### config.mk
export PLATFORM = sky130hd
export DESIGN_NAME = fifo_wr_arbiter
export DESIGN_NICKNAME = d
export VERILOG_FILES = /design/src/rtl/fifo_wr_arbiter.sv
export SDC_FILE = /design/constraint.sdc
export NUM_CORES = 1
export LEC_CHECK = 0
export BUFFER_PORTS_ARGS = -buffer_cell sky130_fd_sc_hd__buf_2
export CORE_MARGIN = 5
export CORE_UTILIZATION = 43
export CTS_CLUSTER_DIAMETER = 150
export DETAILED_ROUTE_END_ITERATION = 12
export PLACE_DENSITY = 0.73
export SLEW_MARGIN = 20
export SYNTH_ARGS = -nofsm -noshare
export SYNTH_HDL_FRONTEND = slang
export SYNTH_SLANG_ARGS = --single-unit
### constraint.sdc
create_clock -name clk -period 2.75 [get_ports clk]
set_input_delay 0.1375 -clock clk [delete_from_list [all_inputs] [get_ports clk]]
set_output_delay 0.1375 -clock clk [all_outputs]
set_load 0.02 [all_outputs]
### src/rtl/fifo_wr_arbiter.sv
// Round-robin arbiter sharing one FIFO write port among NUM_REQ producers.
// A grant lasts up to BURST_LEN accepted words; writes are gated on fifo_full.
module fifo_wr_arbiter #(
  parameter int NUM_REQ   = 4,
  parameter int WIDTH     = 8,
  parameter int BURST_LEN = 4,
  parameter int IDX_W     = $clog2(NUM_REQ),
  parameter int CNT_W     = $clog2(BURST_LEN + 1)
) (
  input  logic                     clk,
  input  logic                     rst,
  input  logic [NUM_REQ-1:0]       req,
  input  logic [NUM_REQ*WIDTH-1:0] wdata_bus,
  output logic [NUM_REQ-1:0]       gnt,
  output logic [NUM_REQ-1:0]       ack,
  input  logic                     fifo_full,
  output logic                     fifo_wr_en,
  output logic [WIDTH-1:0]         fifo_wdata,
  output logic [IDX_W-1:0]         owner,
  output logic                     busy
);

  localparam logic [0:0] IDLE = 1'b0;
  localparam logic [0:0] BUSY = 1'b1;
  localparam logic [CNT_W-1:0] CNT_LAST = CNT_W'(BURST_LEN - 1);

  // First requesting index at or after 'from', wrapping modulo NUM_REQ.
  function automatic logic [IDX_W-1:0] pick(input logic [NUM_REQ-1:0] r,
                                            input logic [IDX_W-1:0]   from);
    logic [IDX_W-1:0] p;
    logic [IDX_W:0]   sum;
    p = from;
    for (int k = NUM_REQ - 1; k >= 0; k--) begin
      sum = {1'b0, from} + (IDX_W+1)'(k);
      sum = (sum >= (IDX_W+1)'(NUM_REQ)) ? sum - (IDX_W+1)'(NUM_REQ) : sum;
      p   = r[sum[IDX_W-1:0]] ? sum[IDX_W-1:0] : p;
    end
    return p;
  endfunction

  function automatic logic [NUM_REQ-1:0] onehot(input logic [IDX_W-1:0] i);
    return {{(NUM_REQ-1){1'b0}}, 1'b1} << i;
  endfunction

  logic [0:0]         fsm_q, fsm_d;
  logic [NUM_REQ-1:0] gnt_q, gnt_d;
  logic [IDX_W-1:0]   owner_q, owner_d;
  logic [IDX_W-1:0]   rr_ptr_q, rr_ptr_d;
  logic [CNT_W-1:0]   cnt_q, cnt_d;

  logic               busy_s;
  logic               req_own_s;
  logic               wr_en_s;
  logic               release_s;
  logic [IDX_W:0]     inc_sum_s;
  logic [IDX_W-1:0]   owner_inc_s;
  logic [IDX_W-1:0]   pick_idle_s;
  logic [IDX_W-1:0]   pick_next_s;
  logic [WIDTH-1:0]   data_mux_s;

  assign busy_s      = (fsm_q == BUSY);
  assign req_own_s   = req[owner_q];
  assign wr_en_s     = busy_s & req_own_s & ~fifo_full;
  assign release_s   = ~req_own_s | (wr_en_s & (cnt_q == CNT_LAST));
  assign pick_idle_s = pick(req, rr_ptr_q);
  assign pick_next_s = pick(req, owner_inc_s);

  // Successor of the current owner, modulo NUM_REQ.
  always_comb begin
    inc_sum_s   = {1'b0, owner_q} + {{IDX_W{1'b0}}, 1'b1};
    owner_inc_s = (inc_sum_s >= (IDX_W+1)'(NUM_REQ)) ? {IDX_W{1'b0}} : inc_sum_s[IDX_W-1:0];
  end

  // Select the owner's data slice.
  always_comb begin
    data_mux_s = {WIDTH{1'b0}};
    for (int i = 0; i < NUM_REQ; i++) begin
      if (owner_q == IDX_W'(i)) begin
        data_mux_s = wdata_bus[i*WIDTH +: WIDTH];
      end else begin
        data_mux_s = data_mux_s;
      end
    end
  end

  // Arbitration and burst bookkeeping.
  always_comb begin
    fsm_d    = fsm_q;
    gnt_d    = gnt_q;
    owner_d  = owner_q;
    rr_ptr_d = rr_ptr_q;
    cnt_d    = cnt_q;
    case (fsm_q)
      IDLE: begin
        if (|req) begin
          fsm_d   = BUSY;
          owner_d = pick_idle_s;
          gnt_d   = onehot(pick_idle_s);
          cnt_d   = {CNT_W{1'b0}};
        end else begin
          fsm_d   = IDLE;
        end
      end
      BUSY: begin
        if (release_s) begin
          rr_ptr_d = owner_inc_s;
          cnt_d    = {CNT_W{1'b0}};
          // A still-requesting owner may be re-granted with no bubble.
          if (|req) begin
            owner_d = pick_next_s;
            gnt_d   = onehot(pick_next_s);
          end else begin
            fsm_d   = IDLE;
            owner_d = {IDX_W{1'b0}};
            gnt_d   = {NUM_REQ{1'b0}};
          end
        end else if (wr_en_s) begin
          cnt_d = cnt_q + CNT_W'(1);
        end else begin
          cnt_d = cnt_q;
        end
      end
      default: begin
        fsm_d    = IDLE;
        gnt_d    = {NUM_REQ{1'b0}};
        owner_d  = {IDX_W{1'b0}};
        rr_ptr_d = {IDX_W{1'b0}};
        cnt_d    = {CNT_W{1'b0}};
      end
    endcase
  end

  // State registers.
  always_ff @(posedge clk or posedge rst) begin
    if (rst) begin
      fsm_q    <= IDLE;
      gnt_q    <= {NUM_REQ{1'b0}};
      owner_q  <= {IDX_W{1'b0}};
      rr_ptr_q <= {IDX_W{1'b0}};
      cnt_q    <= {CNT_W{1'b0}};
    end else begin
      fsm_q    <= fsm_d;
      gnt_q    <= gnt_d;
      owner_q  <= owner_d;
      rr_ptr_q <= rr_ptr_d;
      cnt_q    <= cnt_d;
    end
  end

  assign gnt        = gnt_q;
  assign owner      = owner_q;
  assign busy       = busy_s;
  assign fifo_wr_en = wr_en_s;
  assign ack        = gnt_q & {NUM_REQ{wr_en_s}};
  assign fifo_wdata = busy_s ? data_mux_s : {WIDTH{1'b0}};

endmodule
# After elaboration in Yosys (flattened, before gate mapping)
# Cells that the tools add are included.
op_classes:
  div: 0
  n_mux: 55
  mul: 0
  n_shift: 2
  n_eq_ne: 7
  n_addsub: 16
  bitwise_logic: 8
  reduce_logical: 5
  order_cmp: 18
op_table:
  columns: ["cell", "n"]
  rows:
  - ["2-bit 2-to-1 mux", 20]
  - ["8-bit 2-to-1 mux", 5]
  - ["2-bit by 3-bit < comparator with 1-bit output, second input constant", 9]
  - ["3-bit greater-or-equal comparator, second input constant", 7]
  - ["1-bit binary-select mux with 2-bit select", 9]
  - ["2-bit by 1-bit subtractor with 2-bit output, second input constant", 8]
  - ["2-bit by 2-bit adder with 3-bit output, second input constant", 4]
  - ["4-bit 2-to-1 mux", 3]
  - ["1-bit 2-to-1 mux", 11]
  - ["2-bit by 1-bit adder with 3-bit output, second input constant", 3]
  - ["3-bit 2-to-1 mux", 3]
  - ["4-bit case mux with 2 select lines", 1]
  - ["1-bit by 2-bit << shifter with 4-bit output, first input constant", 2]
  - ["2-bit by 3-bit greater-or-equal comparator with 1-bit output, second input constant", 2]
  - ["3-bit case mux with 2 select lines", 1]
  - ["2-bit AND reduction", 3]
  - ["4-bit bitwise AND", 1]
  - ["2-bit == test, second input constant", 2]
  - ["2-bit case mux with 2 select lines", 1]
  - ["4-bit OR reduction", 1]
  - ["3-bit by 1-bit adder with 3-bit output, second input constant", 1]
  - ["1-bit bitwise AND", 3]
  - ["3-bit by 2-bit == test with 1-bit output, second input constant", 1]
  - ["3-bit by 1-bit inequality test with 1-bit output, second input constant", 1]
  - ["other kinds (7)", 9]
word_totals:
  word_cells: 116
  n_memories: 0
  out_inout_bits: 20
  ramBits: 0
  romBits: 0
  inputBits: 39
  regBits: 12
  latchBits: 0

# Logic depth before layout (Yosys ltp)
# Gate-level depths: netlist of the first run.
logic_depth:
  depth_word: 16
  depth_mapped: 10
  mapped_depth_nobuf: 8

# Worst setup path before layout of the first run
# Ideal clock, no wire load.
synth_timing:
  path_kind: "register to register"
  from: "register owner_q[0] (netlist: owner[0])"
  to: "register owner_q[1] (netlist: owner[1])"
  t_arrival_ns: 2.367
  setup_time_ns: 0.129
  required_time_ns: 2.621
  stages_incl_launch_ff: 10
  period_less_slack_ns: 2.496
  setup_slack_ns: 0.254
  path_buffers: 1
  path_cell_list: "dfrtp_1 -> buf_2 -> inv_1 -> ha_1 -> or3b_2 -> a32o_1 -> a221oi_2 -> nor2_1 -> a311oi_1 -> a21oi_1"
synth_via:
  elab_chain_len: 15
  elab_cells_between_ends: 42
  classes_between: "add/sub: 8; order compare: 5; eq/ne: 1; mux: 22; bitwise: 5; reduce/logical: 1"
synth_lines:
  columns: ["element", "line_no", "text"]
  rows:
  - ["start, declared", "47", "logic [IDX_W-1:0] owner_q, owner_d;"]
  - ["start signal, assigned", "138", "owner_q <= {IDX_W{1'b0}};"]
  - ["start signal, assigned", "144", "owner_q <= owner_d;"]
  - ["2-bit by 1-bit adder with 3-bit output", "70", "inc_sum_s = {1'b0, owner_q} + {{IDX_W{1'b0}}, 1'b1};"]
  - ["3-bit greater-or-equal comparator", "71", "owner_inc_s = (inc_sum_s >= (IDX_W+1)'(NUM_REQ)) ? {IDX_W{1'b0}} : inc_sum_s[IDX_W-1:0];"]
  - ["2-bit 2-to-1 mux", "71", null]
  - ["2-bit by 2-bit adder with 3-bit output", "34", "sum = {1'b0, from} + (IDX_W+1)'(k);"]
  - ["3-bit greater-or-equal comparator / 2-bit by 1-bit subtractor with 2-bit output (equally long branches)", "35", "sum = (sum >= (IDX_W+1)'(NUM_REQ)) ? sum - (IDX_W+1)'(NUM_REQ) : sum;"]
  - ["2-bit 2-to-1 mux", "35", null]
  - ["1-bit binary-select mux with 2-bit select", "36", "p = r[sum[IDX_W-1:0]] ? sum[IDX_W-1:0] : p;"]
  - ["1-bit 2-to-1 mux (not written as such)", "36", null]
  - ["2-bit 2-to-1 mux (4 in a row)", "36", null]
  - ["2-bit 2-to-1 mux", "109", "if (|req) begin"]
  - ["2-bit 2-to-1 mux", "105", "if (release_s) begin"]
  - ["2-bit case mux with 2 select lines", "93", "case (fsm_q)"]
# Several ways; a longest one is shown, not always the timed one. The select of a mux whose other input is x is not followed.
# A chain may end at the register's enable or synchronous reset.

# Worst setup path in the final report of the first run
layout_timing:
  from: "register owner_q[0] (netlist: owner[0])"
  to: "output fifo_wdata[5]"
layout_via:
  elab_chain_len: 6
  elab_cells_between_ends: 9
  classes_between: "eq/ne: 3; mux: 5; reduce/logical: 1"
layout_lines:
  columns: ["element", "line_no", "text"]
  rows:
  - ["2-bit zero test", "78", "if (owner_q == IDX_W'(i)) begin"]
  - ["8-bit 2-to-1 mux (3 in a row)", "78", null]
  - ["8-bit 2-to-1 mux (*)", "78", null]
  - ["8-bit 2-to-1 mux (*)", "155", "assign fifo_wdata = busy_s ? data_mux_s : {WIDTH{1'b0}};"]
  - ["end, declared", "18", "output logic [WIDTH-1:0] fifo_wdata,"]
# Mark *: on every way between the ends. The rest lies on a longest branch, timed or not.

==> flow_summary.ini, run 1 <==
[sta]
slew_viol_final = 0
setup_viol = 0
fin_skew_ns = 0.00390
fin_crit_ns = 2.49
tightest_slew_ns = 0.509
hold_viol = 0
tns_ns = 0
max_freq_mhz = 401
fin_crit_sh_pct = 90.7
grt_setup_unrepaired = false
relSlewSlack_pct = 66.1

[floorplan]
core_area_um2 = 3280
die_height_um = 67.6
die-area_um2 = 4570
pin_count = 59
placementRows = 21
die_w_um = 67.6
start_util_pct = 43.5

[worst_setup_path]
cp_max_fo = 10
critical_path_class = flop to primary output
cp_slowest_cell = dfrtp_1
critPathTopFamily = simple AND/OR/NAND/NOR gates
worst-r2r-setup-slack_ns = 0.29
worstPathRequired_ns = 2.61
cp_cell_sequence = buf_4, ha_1, nor2b_1, a22oi_1, nor2_1, a21oi_1, o21ai_0, and2_1, buf_2
cp-end-kind = primary output
cp_data_arrival_time_ns = 2.36
startpoint_type = flop
max_stage_delay_ns = 0.42
cp_num_buf_inv = 2

[route]
viasPerCell = 5.42
vias = 1562
routed_wl_um = 3740
dr_wl_met2_um = 1750
drt_iter0_drc = 34
drt-wirelength-per-cell_um = 13.0
antenna_left = 0
wl_met1_um = 1580
wl_met3_um = 396
first_pass_iters = 5
drc = 0
routed.top_layer = met4

[finish]
layout.nets = 290
seq_area_um2 = 300
diodes = 0
drive_gt1_share_pct = 31.4
stdcell_count = 288
fillers = 337
syn2layout_area_growth_pct = 25.2
multi_input_comb_area_um2 = 1020

[clock_network]
tritoncts = built
post-cts-setup-buffers = 0
cts_buffers = 3
clk_path_buf_depth = 2
clk_latency_ns = 0.27
path_clk_slew_ns = 0.07
htree_levels = 1
clock-sinks = 12
cts_root_buf = clkbuf_4

[global_route]
grt_max_degree = 21
grt_pass1_vias = 1360
grtUsageTotal_pct = 16.7
antenna_found_initial = 0
grt-ovfl-total = 0
grt_pass1_wl_um = 6010

[pwr]
ir_drop_mv = 0.615
p_leak_nw = 0.872
power_density_nw_per_um2 = 1220
power.total_mw = 2.19

[outcome]
run_status = completed

[synth]
syn_area_per_cell_um2 = 7.55
synth_flop_cell = dfrtp_1
synthesis.area_um2 = 1430
async_reset_ff_share_pct = 100
synth_edf_count = 0
yosysUniqueCellTypes = 48
seq_area_frac_synth_pct = 21.0
yosysWarnings = 0
ys_ff_latch = 12
synth_cells = 189
syn_nets = 235

[run]
cap_violations = 0

[place]
place_congestion = 0.862
dpl.hpwl_um = 2940
placed_cells = 284
portBuffers = 58

[worst_hold_path]
hold_class = input pin to flop
[cells by family (layout without fill, tap and decap cells)]
logic type,after synthesis,after routing,synth area share (%)
adder cells (fa/ha/maj),7,7,6.13
buffers and inverters,27,80,7.45
AO/OA/AOI/OAI,64,64,31.6
XOR/XNOR,3,3,1.84
flip-flops,12,12,21.0
multiplexers,10,10,8.06
AND/OR/NAND/NOR,66,66,23.9
[Yosys cell counts, types with 2 or more instances]
library cell,n,area [um^2]
a211o_1,2,17.5
a21oi_1,14,70.1
a22oi_1,9,67.6
a2bb2oi_1,2,17.5
a32o_1,2,20.0
a32oi_1,2,17.5
and2_1,12,75.1
buf_2,4,20.0
clkbuf_1,10,37.5
dfrtp_1,12,300
ha_1,7,87.6
inv_1,13,48.8
mux2_2,2,22.5
mux2i_1,7,70.1
nand2_1,17,63.8
nand3_1,2,10.0
nor2_1,16,60.1
nor2b_1,5,31.3
nor3b_1,2,15.0
o21ai_0,13,65.1
o22ai_1,4,25.0
or2_1,2,12.5
or3_1,3,18.8
or3b_2,2,17.5
xor2_1,2,17.5
[worst paths after layout]
kind	startpoint	end	cells after the start
setup / recovery	owner[0]	fifo_wdata[5]	9
hold reg to reg	cnt_q[0]	cnt_q[0]	1
min in group asynchronous	rst	cnt_q[0]	3
max in group asynchronous	rst	gnt[0]	3
setup reg to reg	owner[0]	gnt[2]	7
hold / removal	fifo_full	cnt_q[0]	3
[registers in the layout, indices dropped and copies added, names as in the netlist]
| name | flops |
|---|---|
| rr_ptr_q | 2 |
| gnt | 4 |
| cnt_q | 3 |
| owner | 2 |
| busy | 1 |
[layer usage]
layer | vias up | track usage [%]
met4 | 0 | 2.28
met1 | 701 | 20.2
met2 | 68 | 30.3
li1 | 789 | -
met3 | 4 | 3.99
met5 | - | 0
[per-stage QoR]
stage	instance area [um^2]	hold WS, ns	setup WS, ns	utilization [%]
after detailed placement	1760	0.160	0.309	53.4
final	1790	0.235	0.256	54.4
after CTS	1790	0.240	0.244	54.4
after floorplan	1430	0.00220	0.254	-
after global placement	1760	0.162	0.350	53.4
after global routing	1790	0.281	0.0000184	54.4
[cells in the final DEF (no fill, tap or decap), types with 2 or more instances in the layout]
cell type | netlist | routed
buf_2 | 4 | 58
nand2_1 | 17 | 17
nor2_1 | 16 | 16
a21oi_1 | 14 | 14
inv_1 | 13 | 13
o21ai_0 | 13 | 13
and2_1 | 12 | 12
dfrtp_1 | 12 | 12
a22oi_1 | 9 | 9
mux2i_1 | 7 | 7
ha_1 | 7 | 7
nor2b_1 | 5 | 5
buf_4 | 0 | 5
o22ai_1 | 4 | 4
or3_1 | 3 | 3
clkbuf_4 | 0 | 3
or3b_2 | 2 | 2
a32o_1 | 2 | 2
mux2_2 | 2 | 2
xor2_1 | 2 | 2
a32oi_1 | 2 | 2
nor3b_1 | 2 | 2
a211o_1 | 2 | 2
or2_1 | 2 | 2
nand3_1 | 2 | 2
a2bb2oi_1 | 2 | 2
[power by group]
| part | internal, mW | switching, mW |
|---|---|---|
| logic | 0.747 | 1.02 |
| clock network | 0.0507 | 0.0526 |
| registers | 0.249 | 0.0629 |
| total | 1.05 | 1.14 |
[cell type report]
cell class | instances | area share (%)
Timing Repair Buffer | 64 | 18.9
Inverter | 13 | 2.73
Multi-Input combinational cell | 150 | 57.1
Tap cell | 46 | 3.22
Sequential cell | 12 | 16.8
Clock buffer | 3 | 1.26
[worst reg2reg max path: cells and delay by family, from the launching register on]
| family | cells | cell delay (ns) |
|---|---|---|
| compound gates | 3 | 0.49 |
| fa+ha+maj | 1 | 0.44 |
| buf+inv | 1 | 0.14 |
| simple gates | 2 | 0.90 |
| flops | 1 | 0.40 |
[timing repair]
action	4_1_cts	5_1_grt
resized for setup	0	0
hold endpoints to repair	12	0
hold buffers	1	0
No activity file was read; power rests on OpenSTA's default activity.
==> run 2: changes to the inputs <==
Settings changed: CORE_MARGIN 5 to unset.
==> run 2 against run 1 <==
  * Worst hold slack got worse by 0.018 ns
  * Sequential power rose by 4%
  * Critical path depth fell by 1
  * Flip-flop and latch count did not move
  * First-iteration DRC count rose by 110%
  * Via count rose by 0.26%
  * Count of clock-buffer cells in the layout rose by 1
  * Maximum frequency fell by 0.33%
  * Global-route usage rose by 4.6 points
  * Core utilization rose by 3.4 points
  * Highest routed layer unchanged
==> flow_summary.ini, run 2 (synthesis gave the netlist of run 1 again) <==
[floorplan]
die_w_um = 59.6
core_area_um2 = 3100
placementRows = 20
die_height_um = 59.6
start_util_pct = 46.0
pin_count = 59
die-area_um2 = 3550

[sta]
fin_skew_ns = 0.00245
slew_viol_final = 0
grt_setup_unrepaired = false
fin_crit_sh_pct = 91.0
relSlewSlack_pct = 64.1
holdWs_ns = 0.217
fin_crit_ns = 2.50
setup_viol = 0
tns_ns = 0
max_freq_mhz = 400
tightest_slew_ns = 0.539
hold_viol = 0

[pwr]
p_leak_nw = 0.875
ir_drop_mv = 0.573
power.total_mw = 2.20
power_density_nw_per_um2 = 1220

[clock_network]
post-cts-setup-buffers = 0
path_clk_slew_ns = 0.08
clock-sinks = 12
clk_path_buf_depth = 2
cts_buffers = 3
cts_root_buf = clkbuf_4
tritoncts = built
htree_levels = 1
clk_latency_ns = 0.28

[global_route]
grtUsageTotal_pct = 21.3
grt_pass1_vias = 1303
grt-ovfl-total = 0
grt_pass1_wl_um = 5690
grt_max_degree = 21
antenna_found_initial = 0

[finish]
largest_register_ffs = 4
stdcell_count = 286
drive_gt1_share_pct = 31.8
syn2layout_area_growth_pct = 25.7
final_cell_mix = 58 x buf_2, 17 x nand2_1, 16 x nor2_1
layout.nets = 289
final_common_cell = buf_2
diodes = 0

[worst_setup_path]
cp_num_buf_inv = 1
ff2ff_path_depth = 8
cp_slowest_cell = dfrtp_1
worstPathRequired_ns = 2.92
cp-end-kind = flop
worst-r2r-setup-slack_ns = 0.25
critical_path_class = flop to flop
r2r-end = owner[1]
startpoint_type = flop
cp_cell_sequence = inv_1, ha_1, or3b_2, a32o_1, a221oi_2, nor2_1, a311oi_1, a21oi_1
worstReg2RegStart = owner[0]
cp_data_arrival_time_ns = 2.67
max_stage_delay_ns = 0.48
cp_max_fo = 7
critPathTopFamily = compound AO/OA/AOI/OAI gates
critical_path_depth = 8

[place]
portBuffers = 58
dpl.hpwl_um = 2740
place_congestion = 0.828
placed_cells = 281

[route]
first_pass_iters = 4
drt-wirelength-per-cell_um = 12.6
vias = 1566
viasPerCell = 5.48
drt_iter0_drc = 70
routed_wl_um = 3600
drc = 0
antenna_left = 0

[worst_hold_path]
min_to = cnt_q[0]
holdPathStages = 3
hold_start = fifo_full
hold_class = input pin to flop

[run]
cap_violations = 0

[outcome]
run_status = completed
-- run 2: layout make-up --
type	count	area, um^2
Multi-Input combinational cell	150	1020
Inverter	13	48.8
Clock buffer	4	36.3
Tap cell	44	55.1
Fill cell	294	1310
Timing Repair Buffer	63	330
Sequential cell	12	300
-- run 2: worst max-delay path by stage --
stage	start	end
floorplan	owner[0]	owner[1]
global placement	owner[1]	gnt[2]
detailed placement	owner[0]	owner[1]
CTS	owner[0]	fifo_wdata[2]
global route	owner[0]	fifo_wdata[3]
finish	owner[0]	owner[1]
-- run 2: what timing repair did --
item,in CTS,in global routing
hold buffers,1,0
endpoints found under the setup margin,0,4
gates resized for setup,0,1
hold endpoints to repair,12,0
-- run 2: worst min-delay path: cells and delay by family --
family	cells	cell delay (ns)
and+or+nand+nor	1	0.14
buffers and inverters	1	0.11
muxes	1	0.07
-- run 2: power breakdown --
part	switching [mW]	internal (mW)	leakage, nW	total, mW
logic	0.995	0.733	0.705	1.73
registers	0.0749	0.249	0.149	0.323
clock network	0.0650	0.0807	0.0210	0.146
total	1.14	1.06	0.875	2.20
-- run 2: layer usage --
layer  GRT usage [%]  wire (um)  vias up  share of wire (%)
li1                -          -      793                  -
met1            24.8       1520      695                 42
met2            39.3       1730       75                 48
met3            5.46        333        3                9.3
met4            4.32         17        0               0.47
met5               0          0        -                  0
-- run 2: per-stage QoR --
step / util [%] / area, um^2 / setup slack, ns
after floorplan: - / 1430 / 0.254
after global placement: 56.3 / 1750 / 0.354
after detailed placement: 56.3 / 1750 / 0.274
after CTS: 57.7 / 1790 / 0.105
after global routing: 57.8 / 1790 / 0.0840
final: 57.8 / 1790 / 0.248
